### src/rtl/reg_bus_arbiter_if.sv
// Requester handshake and register-bus signals shared by the arbiter and its environment.
// The master modport is the arbiter's view; slave is the requester/register-file side.
interface reg_bus_arbiter_if #(
    parameter int NUM_REQ   = 3,
    parameter int ADDR_BITS = 8,
    parameter int DATA_BITS = 8
);
    logic [NUM_REQ-1:0]           req_valid;
    logic [NUM_REQ-1:0]           req_write;
    logic [NUM_REQ*ADDR_BITS-1:0] req_addr;
    logic [NUM_REQ*DATA_BITS-1:0] req_wdata;
    logic [NUM_REQ-1:0]           req_ready;
    logic [NUM_REQ-1:0]           rsp_valid;
    logic [DATA_BITS-1:0]         rsp_rdata;
    logic [ADDR_BITS-1:0]         bus_addr;
    logic [DATA_BITS-1:0]         bus_wdata;
    logic                         bus_w_en;
    logic                         bus_r_en;
    logic [DATA_BITS-1:0]         bus_rdata;

    modport master (
        input  req_valid, req_write, req_addr, req_wdata, bus_rdata,
        output req_ready, rsp_valid, rsp_rdata, bus_addr, bus_wdata, bus_w_en, bus_r_en
    );

    modport slave (
        output req_valid, req_write, req_addr, req_wdata, bus_rdata,
        input  req_ready, rsp_valid, rsp_rdata, bus_addr, bus_wdata, bus_w_en, bus_r_en
    );
endinterface

### src/rtl/reg_bus_arbiter.sv
// Round-robin arbiter for the LED-driver register bus: one strobe per accepted
// single-beat request, with a one-hot completion pulse back to the owning requester.
module reg_bus_arbiter #(
    parameter int NUM_REQ    = 3,
    parameter int ADDR_BITS  = 8,
    parameter int DATA_BITS  = 8,
    parameter int RD_LATENCY = 1,
    localparam int IDX_BITS  = $clog2(NUM_REQ)
) (
    input  logic                clk,
    input  logic                reset_n,
    input  logic                sleep,
    reg_bus_arbiter_if.master   bus_if,
    output logic                busy,
    output logic [IDX_BITS-1:0] grant_id
);
    localparam int CNT_BITS = 3;

    typedef enum logic [1:0] {
        ARB_IDLE  = 2'd0,
        ARB_ISSUE = 2'd1,
        ARB_WAIT  = 2'd2,
        ARB_RESP  = 2'd3
    } arb_state_e;

    arb_state_e            state_q;
    logic [IDX_BITS-1:0]   last_ptr_q;
    logic [IDX_BITS-1:0]   grant_id_q;
    logic                  write_q;
    logic [ADDR_BITS-1:0]  addr_q;
    logic [DATA_BITS-1:0]  wdata_q;
    logic [DATA_BITS-1:0]  rdata_q;
    logic                  w_en_q;
    logic                  r_en_q;
    logic [NUM_REQ-1:0]    rsp_valid_q;
    logic [CNT_BITS-1:0]   cnt_q;

    logic                  found;
    logic [IDX_BITS-1:0]   winner;
    int                    cand;
    logic [NUM_REQ-1:0]    ready;
    logic                  accept;

    // Search starts just past the last winner so every requester gets a turn.
    always_comb begin
        // NOTE: every combinational output gets a default first so no latch is inferred.
        found  = 1'b0;
        winner = '0;
        cand   = 0;
        for (int k = 1; k <= NUM_REQ; k++) begin
            cand = (int'(last_ptr_q) + k) % NUM_REQ;
            if (!found && bus_if.req_valid[cand]) begin
                found  = 1'b1;
                winner = IDX_BITS'(cand);
            end
        end
    end

    always_comb begin
        ready = '0;
        if (state_q == ARB_IDLE && !sleep && found) begin
            ready[winner] = 1'b1;
        end
    end

    assign accept = |(bus_if.req_valid & ready);

    // NOTE: all state, including the latched bus fields, clears asynchronously so an
    // aborted transaction leaves no strobe or response behind.
    always_ff @(posedge clk or negedge reset_n) begin
        if (!reset_n) begin
            state_q     <= ARB_IDLE;
            last_ptr_q  <= IDX_BITS'(NUM_REQ - 1);
            grant_id_q  <= '0;
            write_q     <= 1'b0;
            addr_q      <= '0;
            wdata_q     <= '0;
            rdata_q     <= '0;
            w_en_q      <= 1'b0;
            r_en_q      <= 1'b0;
            rsp_valid_q <= '0;
            cnt_q       <= '0;
        end else begin
            w_en_q      <= 1'b0;
            r_en_q      <= 1'b0;
            rsp_valid_q <= '0;
            case (state_q)
                ARB_IDLE: begin
                    if (accept) begin
                        state_q    <= ARB_ISSUE;
                        grant_id_q <= winner;
                        last_ptr_q <= winner;
                        write_q    <= bus_if.req_write[winner];
                        addr_q     <= bus_if.req_addr[int'(winner)*ADDR_BITS +: ADDR_BITS];
                        wdata_q    <= bus_if.req_wdata[int'(winner)*DATA_BITS +: DATA_BITS];
                        w_en_q     <= bus_if.req_write[winner];
                        r_en_q     <= !bus_if.req_write[winner];
                    end
                end
                ARB_ISSUE: begin
                    if (write_q) begin
                        state_q     <= ARB_RESP;
                        rsp_valid_q <= NUM_REQ'(1) << grant_id_q;
                    end else begin
                        state_q <= ARB_WAIT;
                        cnt_q   <= CNT_BITS'(RD_LATENCY - 1);
                    end
                end
                ARB_WAIT: begin
                    if (cnt_q == '0) begin
                        state_q     <= ARB_RESP;
                        rdata_q     <= bus_if.bus_rdata;
                        rsp_valid_q <= NUM_REQ'(1) << grant_id_q;
                    end else begin
                        cnt_q <= cnt_q - 1'b1;
                    end
                end
                ARB_RESP: state_q <= ARB_IDLE;
                default:  state_q <= ARB_IDLE;
            endcase
        end
    end

    assign bus_if.req_ready = ready;
    assign bus_if.rsp_valid = rsp_valid_q;
    assign bus_if.rsp_rdata = rdata_q;
    assign bus_if.bus_addr  = addr_q;
    assign bus_if.bus_wdata = wdata_q;
    assign bus_if.bus_w_en  = w_en_q;
    assign bus_if.bus_r_en  = r_en_q;
    assign busy             = (state_q != ARB_IDLE);
    assign grant_id         = grant_id_q;
endmodule

### src/flat_wrapper.sv
// flat-port wrapper written by rule: the top's interface ports become plain ports
module reg_bus_arbiter_flat 
#(
    parameter int NUM_REQ    = 3,
    parameter int ADDR_BITS  = 8,
    parameter int DATA_BITS  = 8,
    parameter int RD_LATENCY = 1,
    localparam int IDX_BITS  = $clog2(NUM_REQ)
)
  (clk, reset_n, sleep, busy, grant_id, bus_if_req_valid, bus_if_req_write, bus_if_req_addr, bus_if_req_wdata, bus_if_bus_rdata, bus_if_req_ready, bus_if_rsp_valid, bus_if_rsp_rdata, bus_if_bus_addr, bus_if_bus_wdata, bus_if_bus_w_en, bus_if_bus_r_en);
  reg_bus_arbiter_if #(.NUM_REQ(NUM_REQ), .ADDR_BITS(ADDR_BITS), .DATA_BITS(DATA_BITS)) bus_if_i ();
  input  logic clk;
  input  logic reset_n;
  input  logic sleep;
  output logic busy;
  output logic [IDX_BITS-1:0] grant_id;
  input wire logic [$bits(bus_if_i.req_valid)-1:0] bus_if_req_valid;
  input wire logic [$bits(bus_if_i.req_write)-1:0] bus_if_req_write;
  input wire logic [$bits(bus_if_i.req_addr)-1:0] bus_if_req_addr;
  input wire logic [$bits(bus_if_i.req_wdata)-1:0] bus_if_req_wdata;
  input wire logic [$bits(bus_if_i.bus_rdata)-1:0] bus_if_bus_rdata;
  output wire logic [$bits(bus_if_i.req_ready)-1:0] bus_if_req_ready;
  output wire logic [$bits(bus_if_i.rsp_valid)-1:0] bus_if_rsp_valid;
  output wire logic [$bits(bus_if_i.rsp_rdata)-1:0] bus_if_rsp_rdata;
  output wire logic [$bits(bus_if_i.bus_addr)-1:0] bus_if_bus_addr;
  output wire logic [$bits(bus_if_i.bus_wdata)-1:0] bus_if_bus_wdata;
  output wire logic [$bits(bus_if_i.bus_w_en)-1:0] bus_if_bus_w_en;
  output wire logic [$bits(bus_if_i.bus_r_en)-1:0] bus_if_bus_r_en;
  assign bus_if_i.req_valid = bus_if_req_valid;
  assign bus_if_i.req_write = bus_if_req_write;
  assign bus_if_i.req_addr = bus_if_req_addr;
  assign bus_if_i.req_wdata = bus_if_req_wdata;
  assign bus_if_i.bus_rdata = bus_if_bus_rdata;
  assign bus_if_req_ready = bus_if_i.req_ready;
  assign bus_if_rsp_valid = bus_if_i.rsp_valid;
  assign bus_if_rsp_rdata = bus_if_i.rsp_rdata;
  assign bus_if_bus_addr = bus_if_i.bus_addr;
  assign bus_if_bus_wdata = bus_if_i.bus_wdata;
  assign bus_if_bus_w_en = bus_if_i.bus_w_en;
  assign bus_if_bus_r_en = bus_if_i.bus_r_en;
  reg_bus_arbiter #(.NUM_REQ(NUM_REQ), .ADDR_BITS(ADDR_BITS), .DATA_BITS(DATA_BITS), .RD_LATENCY(RD_LATENCY)) u_core (.clk(clk), .reset_n(reset_n), .sleep(sleep), .bus_if(bus_if_i), .busy(busy), .grant_id(grant_id));
endmodule
### config.mk
export PLATFORM = sky130hd
export DESIGN_NAME = reg_bus_arbiter_flat
export DESIGN_NICKNAME = d
export VERILOG_FILES = /design/src/rtl/reg_bus_arbiter_if.sv /design/src/rtl/reg_bus_arbiter.sv /design/src/flat_wrapper.sv
export SDC_FILE = /design/constraint.sdc
export NUM_CORES = 1
export LEC_CHECK = 0
export CORE_ASPECT_RATIO = 1.5
export CORE_MARGIN = 1.5
export CORE_UTILIZATION = 35
export CTS_BUF_LIST = sky130_fd_sc_hd__clkbuf_4 sky130_fd_sc_hd__clkbuf_8 sky130_fd_sc_hd__clkbuf_16
export DETAILED_ROUTE_END_ITERATION = 7
export PLACE_DENSITY = 0.75
export REMOVE_ABC_BUFFERS = 1
export SLEW_MARGIN = 20
export SYNTH_ARGS = -nofsm -noshare
export SYNTH_HDL_FRONTEND = slang
export SYNTH_SLANG_ARGS = --single-unit
### constraint.sdc
create_clock -name clk -period 2.87 [get_ports clk]
set_input_delay 0.7175 -clock clk [delete_from_list [all_inputs] [get_ports clk]]
set_output_delay 0.7175 -clock clk [all_outputs]
set_load 0.01 [all_outputs]
==> reports/metrics.yaml, run 1 <==
run_status:
  run_status: "complete, but fails checks"
  failing_checks: "negative setup slack"
clocking:
  cts_max_path_buffers: 2
  h-tree-depth: 2
  clock_sinks: 38
  tritoncts: "built"
  path_clk_slew_ns: 0.07
  worst_skew_pair.late_latency_ns: 0.28
  clock_tree.root_cell: "sky130_fd_sc_hd__clkbuf_8"
  numCtsBuffers: 5
  hold_buffers: 0
logic_synthesis:
  synth-warning-count: 0
  avgSynthCellArea_sq_um: 9.99
  yosysUniqueCellTypes: 36
  ys_ff_latch: 38
  syn-cell-area_sq_mm: 0.00233
  postSynthCellCount: 233
  part_of_the_yosys_area_used_for_sequential_elements_pct: 40.9
min_path:
  hold_path_depth: 1
  min_to: "u_core.bus_if.bus_wdata[6]"
  hold_path.class: "reg -> reg"
  worstHoldStart: "u_core.bus_if.bus_wdata[6]"
timing:
  final_max_slew_viol_count: 0
  rsz0062_at_grt: "true"
  fmax_mhz: 325
  final_hold_fails: 0
  slew_headroom_pct: 44.0
  fin_ws_ns: -0.206
  final.min_clock_period_ns: 3.08
  timing.final.crit_share_pct: 107
  worstMarginPinSlew_ns: 0.840
  finalClockSkew_ns: 0.00582
  finalSetupViolations: 22
die:
  initial_util_pct: 35.9
  floorplan.core_area_sq_mm: 0.00649
  num_rows: 36
  floorplan.die.width_um: 69.6
  die_area_sq_mm: 0.00716
  chipHeight_um: 103
  ios: 100
worst_setup_path:
  crit_chain: "dlygate4sd2_1, mux2i_4, mux2i_4, buf_4, buf_4, buf_4, a21oi_2, o31a_1, nor3b_2, buf_2"
  ff2ff_setup_slack_ns: -0.06
  critical_path.max_fanout: 4
  r2r_start: "u_core.last_ptr_q[1]"
  worst_ep_arrival_time_ns: 2.36
  crit_path_end_kind: "output port"
  worst_path_required_ns: 2.15
  crit_path_start_kind: "primary input"
  critical_path_class: "in -> out"
  reg2regPathDepth: 13
  critical_path.max_stage_delay_ns: 0.32
  critical_path.most_common_cell: "sky130_fd_sc_hd__buf_4"
  buffers_inverters_on_critical_path: 5
  worst_r2r_endpoint: "u_core.bus_if.bus_addr[7]"
  critical_path.slowest_cell: "sky130_fd_sc_hd__dlygate4sd2_1"
  critPathTopFamily: "buffers and inverters"
routing:
  via_count_of_the_routed_design: 2341
  remaining_drc_errors: 0
  totalWireLength_um: 7080
  average_via_count_per_standard_cell: 5.08
  drt_iter0_markers: 76
  postRouteAntennaNets: 0
  drt_first_pass_iters: 4
  detailed_route_wire_length_per_cell_um: 15.4
global_routing:
  grt_max_degree: 39
  globalRouteOverflowTotal: 0
  wire_length_of_the_first_global_routing_pass_um: 10300
  grt_pass1_vias: 2218
  grt_antenna_before_repair: 0
  gr-usage-all-layers_pct: 18.2
layout:
  layout.cell_area.non_filler_sq_mm: 0.00404
  instances_no_fill: 461
  layout-drive-gt1-share_pct: 29.6
  area_growth_pct: 73.7
  n_antenna_cell: 0
  fin_nets: 459
run:
  maxCapViolations: 0
power:
  ir_drop_uv: 545
  power_per_cell_area_mw_per_mm2: 1150
  leakagePower_nw: 1.93
placement:
  dpl-instance-area_sq_mm: 0.00355
  dp_hpwl_um: 4740
  placed_cells_incl_taps: 426
  portbufs: 99
  replace_congestion: 0.926
-- cell usage after synthesis, drive strengths merged --
master	number	area, sq um
dfrtp	37	926
nor2	23	86.3
mux2i	21	210
a21o	20	150
a211oi	18	135
inv	13	48.8
buf	12	105
nand2	11	41.3
ha	10	125
mux2	10	113
o21ai	8	40.0
a21oi	7	35.0
o22ai	5	31.3
nand2b	4	25.0
nand3b	4	30.0
clkbuf	3	11.3
nand3	3	15.0
nor3	3	15.0
and3	2	12.5
nor2b	2	12.5
nor3b	2	15.0
o31a	2	17.5
o31ai	2	15.0
or3	2	12.5
a311o	1	10.0
a311oi	1	15.0
a31o	1	8.76
a31oi	1	6.26
and3b	1	8.76
dfstp	1	26.3
o21bai	1	7.51
o221ai	1	8.76
o2bb2ai	1	8.76
-- layer usage --
layer  up-vias  track usage, %  share of wire [%]
li1       1137               -                  -
met1      1107            19.0                 37
met2        72            35.1                 55
met3        25            2.05                3.6
met4         0            10.4                5.1
met5         -               0                  0
-- worst max path at each step --
stage / start / to / cells after the start
global route: u_core.last_ptr_q[1] / bus_if_req_ready[0] / 9
floorplan: u_core.grant_id[0] / bus_if_req_ready[1] / 7
detailed placement: bus_if_req_valid[2] / bus_if_req_ready[2] / 7
CTS: u_core.last_ptr_q[1] / bus_if_req_ready[0] / 8
finish: bus_if_req_valid[1] / bus_if_req_ready[1] / 10
global placement: bus_if_req_valid[2] / bus_if_req_ready[2] / 7
-- area by class of cell --
cell class / count / area, sq um
fillers: 560 / 2440
repair buffers: 159 / 1490
multi-input cells: 167 / 1370
flip-flops and latches: 38 / 952
well taps: 76 / 95.1
clock buffers: 8 / 91.3
inverters: 13 / 48.8
-- flip-flops by register name, indices dropped and copies added (netlist names) --
signal                   count
u_core.cnt_q                 3
u_core.bus_if.bus_r_en       1
u_core.grant_id              2
u_core.bus_if.bus_addr       8
u_core.bus_if.rsp_rdata      8
u_core.bus_if.bus_wdata      8
u_core.bus_if.rsp_valid      3
u_core.bus_if.bus_w_en       1
u_core.write_q               1
u_core.state_q               2
u_core.last_ptr_q            1
-- cells in the final DEF, fill, tap and decap left out, drive strengths merged, types with 3 or more instances in the layout --
cell type / n
clkdlybuf4s50: 92
buf: 63
dfrtp: 37
nor2: 23
mux2i: 21
a21o: 20
a211oi: 18
inv: 13
nand2: 11
mux2: 10
ha: 10
clkbuf: 10
o21ai: 8
a21oi: 7
o22ai: 5
nand3b: 4
nand2b: 4
nand3: 3
nor3: 3
-- cells by family (layout without fill, tap and decap cells) --
| logic type | Yosys count | after routing | synth area share [%] |
|---|---|---|---|
| AOI/OAI and AO/OA | 69 | 69 | 21.0 |
| DFF | 38 | 38 | 40.9 |
| muxes | 31 | 31 | 13.9 |
| buffers and inverters | 28 | 180 | 7.09 |
| and+or+nand+nor | 57 | 57 | 11.8 |
| adders and majority gates | 10 | 10 | 5.37 |
-- timing repair --
item,in CTS,in global routing
pin swaps,7,8
cloned,0,2
setup endpoints to repair,19,24
gates resized for setup,38,16
buffers inserted,12,14
-- metrics by stage --
| step | utilization (%) | total power, mW | hold slack, ns | TNS, ns | setup WS [ns] |
|---|---|---|---|---|---|
| floorplan | - | 2.30 | 0.422 | -9.58 | -0.485 |
| global placement | 54.8 | 3.46 | 0.459 | -8.56 | -0.754 |
| detailed placement | 54.8 | 3.50 | 0.465 | -9.10 | -0.760 |
| CTS | 58.7 | 4.12 | 0.480 | -0.534 | -0.198 |
| global route | 62.3 | 4.94 | 0.491 | -3.39 | -0.252 |
| finish | 62.3 | 4.65 | 0.476 | -1.33 | -0.206 |
-- report_power, final --
group,switching (mW),total (mW),internal [mW]
Sequential,0.129,0.905,0.776
Clock,0.173,0.374,0.201
Combinational,1.51,3.37,1.86
No activity file was read; power rests on OpenSTA's default activity.
==> run 2, diff against run 1 <==
Settings changed: CAP_MARGIN set to 40.
==> run 2 against run 1 <==
The flow still finishes with violations (negative setup slack); fmax grew 2.3%; first-iteration DRC count shrank 42%; via count shrank 3.6%.
==> reports/metrics.yaml, run 2 (synthesized netlist as in run 1, its figures left out) <==
run_status:
  run_status: "complete, but fails checks"
  failing_checks: "negative setup slack"
global_routing:
  gr-usage-all-layers_pct: 18.2
  grt_antenna_before_repair: 0
  grt_pass1_vias: 2248
  grt_max_degree: 37
  globalRouteOverflowTotal: 0
  wire_length_of_the_first_global_routing_pass_um: 10200
placement:
  placement.setup.worst_slack_ns: -0.759
  replace_congestion: 0.926
  portbufs: 99
  dp_hpwl_um: 4910
  placed_cells_incl_taps: 427
worst_setup_path:
  crit_path_start_kind: "flip-flop"
  critical_path.max_fanout: 4
  worst_ep_arrival_time_ns: 2.29
  reg2regPathDepth: 12
  buffers_inverters_on_critical_path: 2
  worst_path_required_ns: 2.15
  crit_path_end_kind: "output port"
  critical_path.max_stage_delay_ns: 0.57
  critical_path_class: "reg -> out"
  crit_chain: "inv_2, ha_4, mux2i_4, mux2i_2, nor3_2, or3_4, and3b_1, buf_2"
  critical_path.slowest_cell: "sky130_fd_sc_hd__dfstp_2"
  critPathTopFamily: "simple AND/OR/NAND/NOR gates"
  path_length_in_cells_of_the_critical_path: 8
timing:
  finalSetupViolations: 3
  rsz0062_at_grt: "true"
  fmax_mhz: 333
  timing.final.crit_share_pct: 105
  worstMarginPinSlew_ns: 0.514
  finalClockSkew_ns: 0.00704
  final_hold_fails: 0
  final.min_clock_period_ns: 3.01
  hold_slack_ns: 0.398
  slew_headroom_pct: 65.7
  final_max_slew_viol_count: 0
  fin_ws_ns: -0.135
die:
  die_area_sq_mm: 0.00716
  num_rows: 36
  chipHeight_um: 103
  ios: 100
  initial_util_pct: 35.9
  floorplan.core_area_sq_mm: 0.00649
  floorplan.die.width_um: 69.6
layout:
  area_growth_pct: 64.0
  fillCellCount: 585
  final-seq-area_sq_um: 952
  top_library_cells_by_usage_in_the_layout_fill_and_taps_aside: "sky130_fd_sc_hd__clkdlybuf4s50_1 (92), sky130_fd_sc_hd__buf_4 (37), sky130_fd_sc_hd__dfrtp_1 (37)"
  fin_nets: 438
  instances_no_fill: 440
  n_antenna_cell: 0
  multi_input_comb_area_sq_mm: 0.00133
  final_common_cell: "sky130_fd_sc_hd__clkdlybuf4s50_1"
  layout-drive-gt1-share_pct: 24.2
power:
  ir_drop_uv: 433
  leakagePower_nw: 1.80
  power_per_cell_area_mw_per_mm2: 1080
clocking:
  cts_max_path_buffers: 2
  clock_sinks: 38
  worst_skew_pair.late_latency_ns: 0.29
  tritoncts: "built"
  path_clk_slew_ns: 0.07
  hold_buffers: 0
  h-tree-depth: 2
  numCtsBuffers: 5
  clock_tree.root_cell: "sky130_fd_sc_hd__clkbuf_8"
routing:
  average_via_count_per_standard_cell: 5.13
  detailed_route_wire_length_per_cell_um: 14.5
  drt_first_pass_iters: 4
  drt_iter0_markers: 44
  via_count_of_the_routed_design: 2256
  totalWireLength_um: 6400
  remaining_drc_errors: 0
  postRouteAntennaNets: 0
run:
  maxCapViolations: 0
min_path:
  hold_path.class: "in -> async"
==> run 2: cell count changes in the layout (fill, tap and decap cells not counted), sizes merged <==
cell         delta
buf            -20
clkbuf          -2
dlygate4sd2     +1
==> run 2: final timing paths <==
check / start / endpoint / slack, ns
worst max-delay path: u_core.last_ptr_q[1] / bus_if_req_ready[0] / -0.14
worst min-delay path: reset_n / u_core.bus_if.bus_addr[2] / 0.40
worst min register to register: u_core.bus_if.bus_addr[1] / u_core.bus_if.bus_addr[1] / 0.48
worst max register to register: u_core.last_ptr_q[1] / u_core.bus_if.bus_addr[0] / 0.07
max in group asynchronous: reset_n / u_core.last_ptr_q[1] / 1.93
min in group clk: u_core.bus_if.bus_addr[1] / u_core.bus_if.bus_addr[1] / 0.48
==> run 2: report_power, final <==
part	switching (mW)	total [mW]	internal [mW]	leakage [nW]
Combinational	1.35	2.84	1.49	1.28
Sequential	0.128	0.904	0.776	0.474
Clock	0.176	0.377	0.201	0.0498
==> run 2: metal layers <==
metal / up-vias / share of wire, % / GRT usage [%]
met2: 70 / 55 / 35.3
met1: 1066 / 37 / 18.3
met3: 22 / 3.6 / 2.35
met4: 0 / 4.5 / 11.3
met5: - / 0 / 0
li1: 1098 / - / -
==> run 2: what timing repair did <==
item | in CTS | in global routing
pin swaps | 4 | 3
buffers inserted | 3 | 2
gates resized for setup | 27 | 17
hold endpoints to repair | 0 | 0
endpoints found under the setup margin | 19 | 18
==> run 2: area by class of cell <==
| class | instances | area share, % |
|---|---|---|
| flip-flops and latches | 38 | 24.9 |
| multi-input cells | 167 | 34.9 |
| well taps | 76 | 2.49 |
| inverters | 13 | 1.28 |
| clock buffers | 8 | 2.39 |
| repair buffers | 138 | 34.0 |
==> run 2: metrics by stage <==
step | cell area, sq um | TNS (ns) | power, mW | util, %
5_1_grt | 3820 | -1.42 | 4.42 | 58.9
2_1_floorplan | 2210 | -9.58 | 2.30 | -
6_report | 3820 | -0.355 | 4.12 | 58.9
3_5_place_dp | 3580 | -9.57 | 3.52 | 55.2
4_1_cts | 3730 | -0.480 | 4.01 | 57.5
3_3_place_gp | 3550 | -8.56 | 3.46 | 54.8
==> run 3, diff against run 2 <==
Settings changed: HOLD_SLACK_MARGIN set to 0.1.
==> results of run 3 <==
Final layout, timing and power as in run 2 (identical DEF).
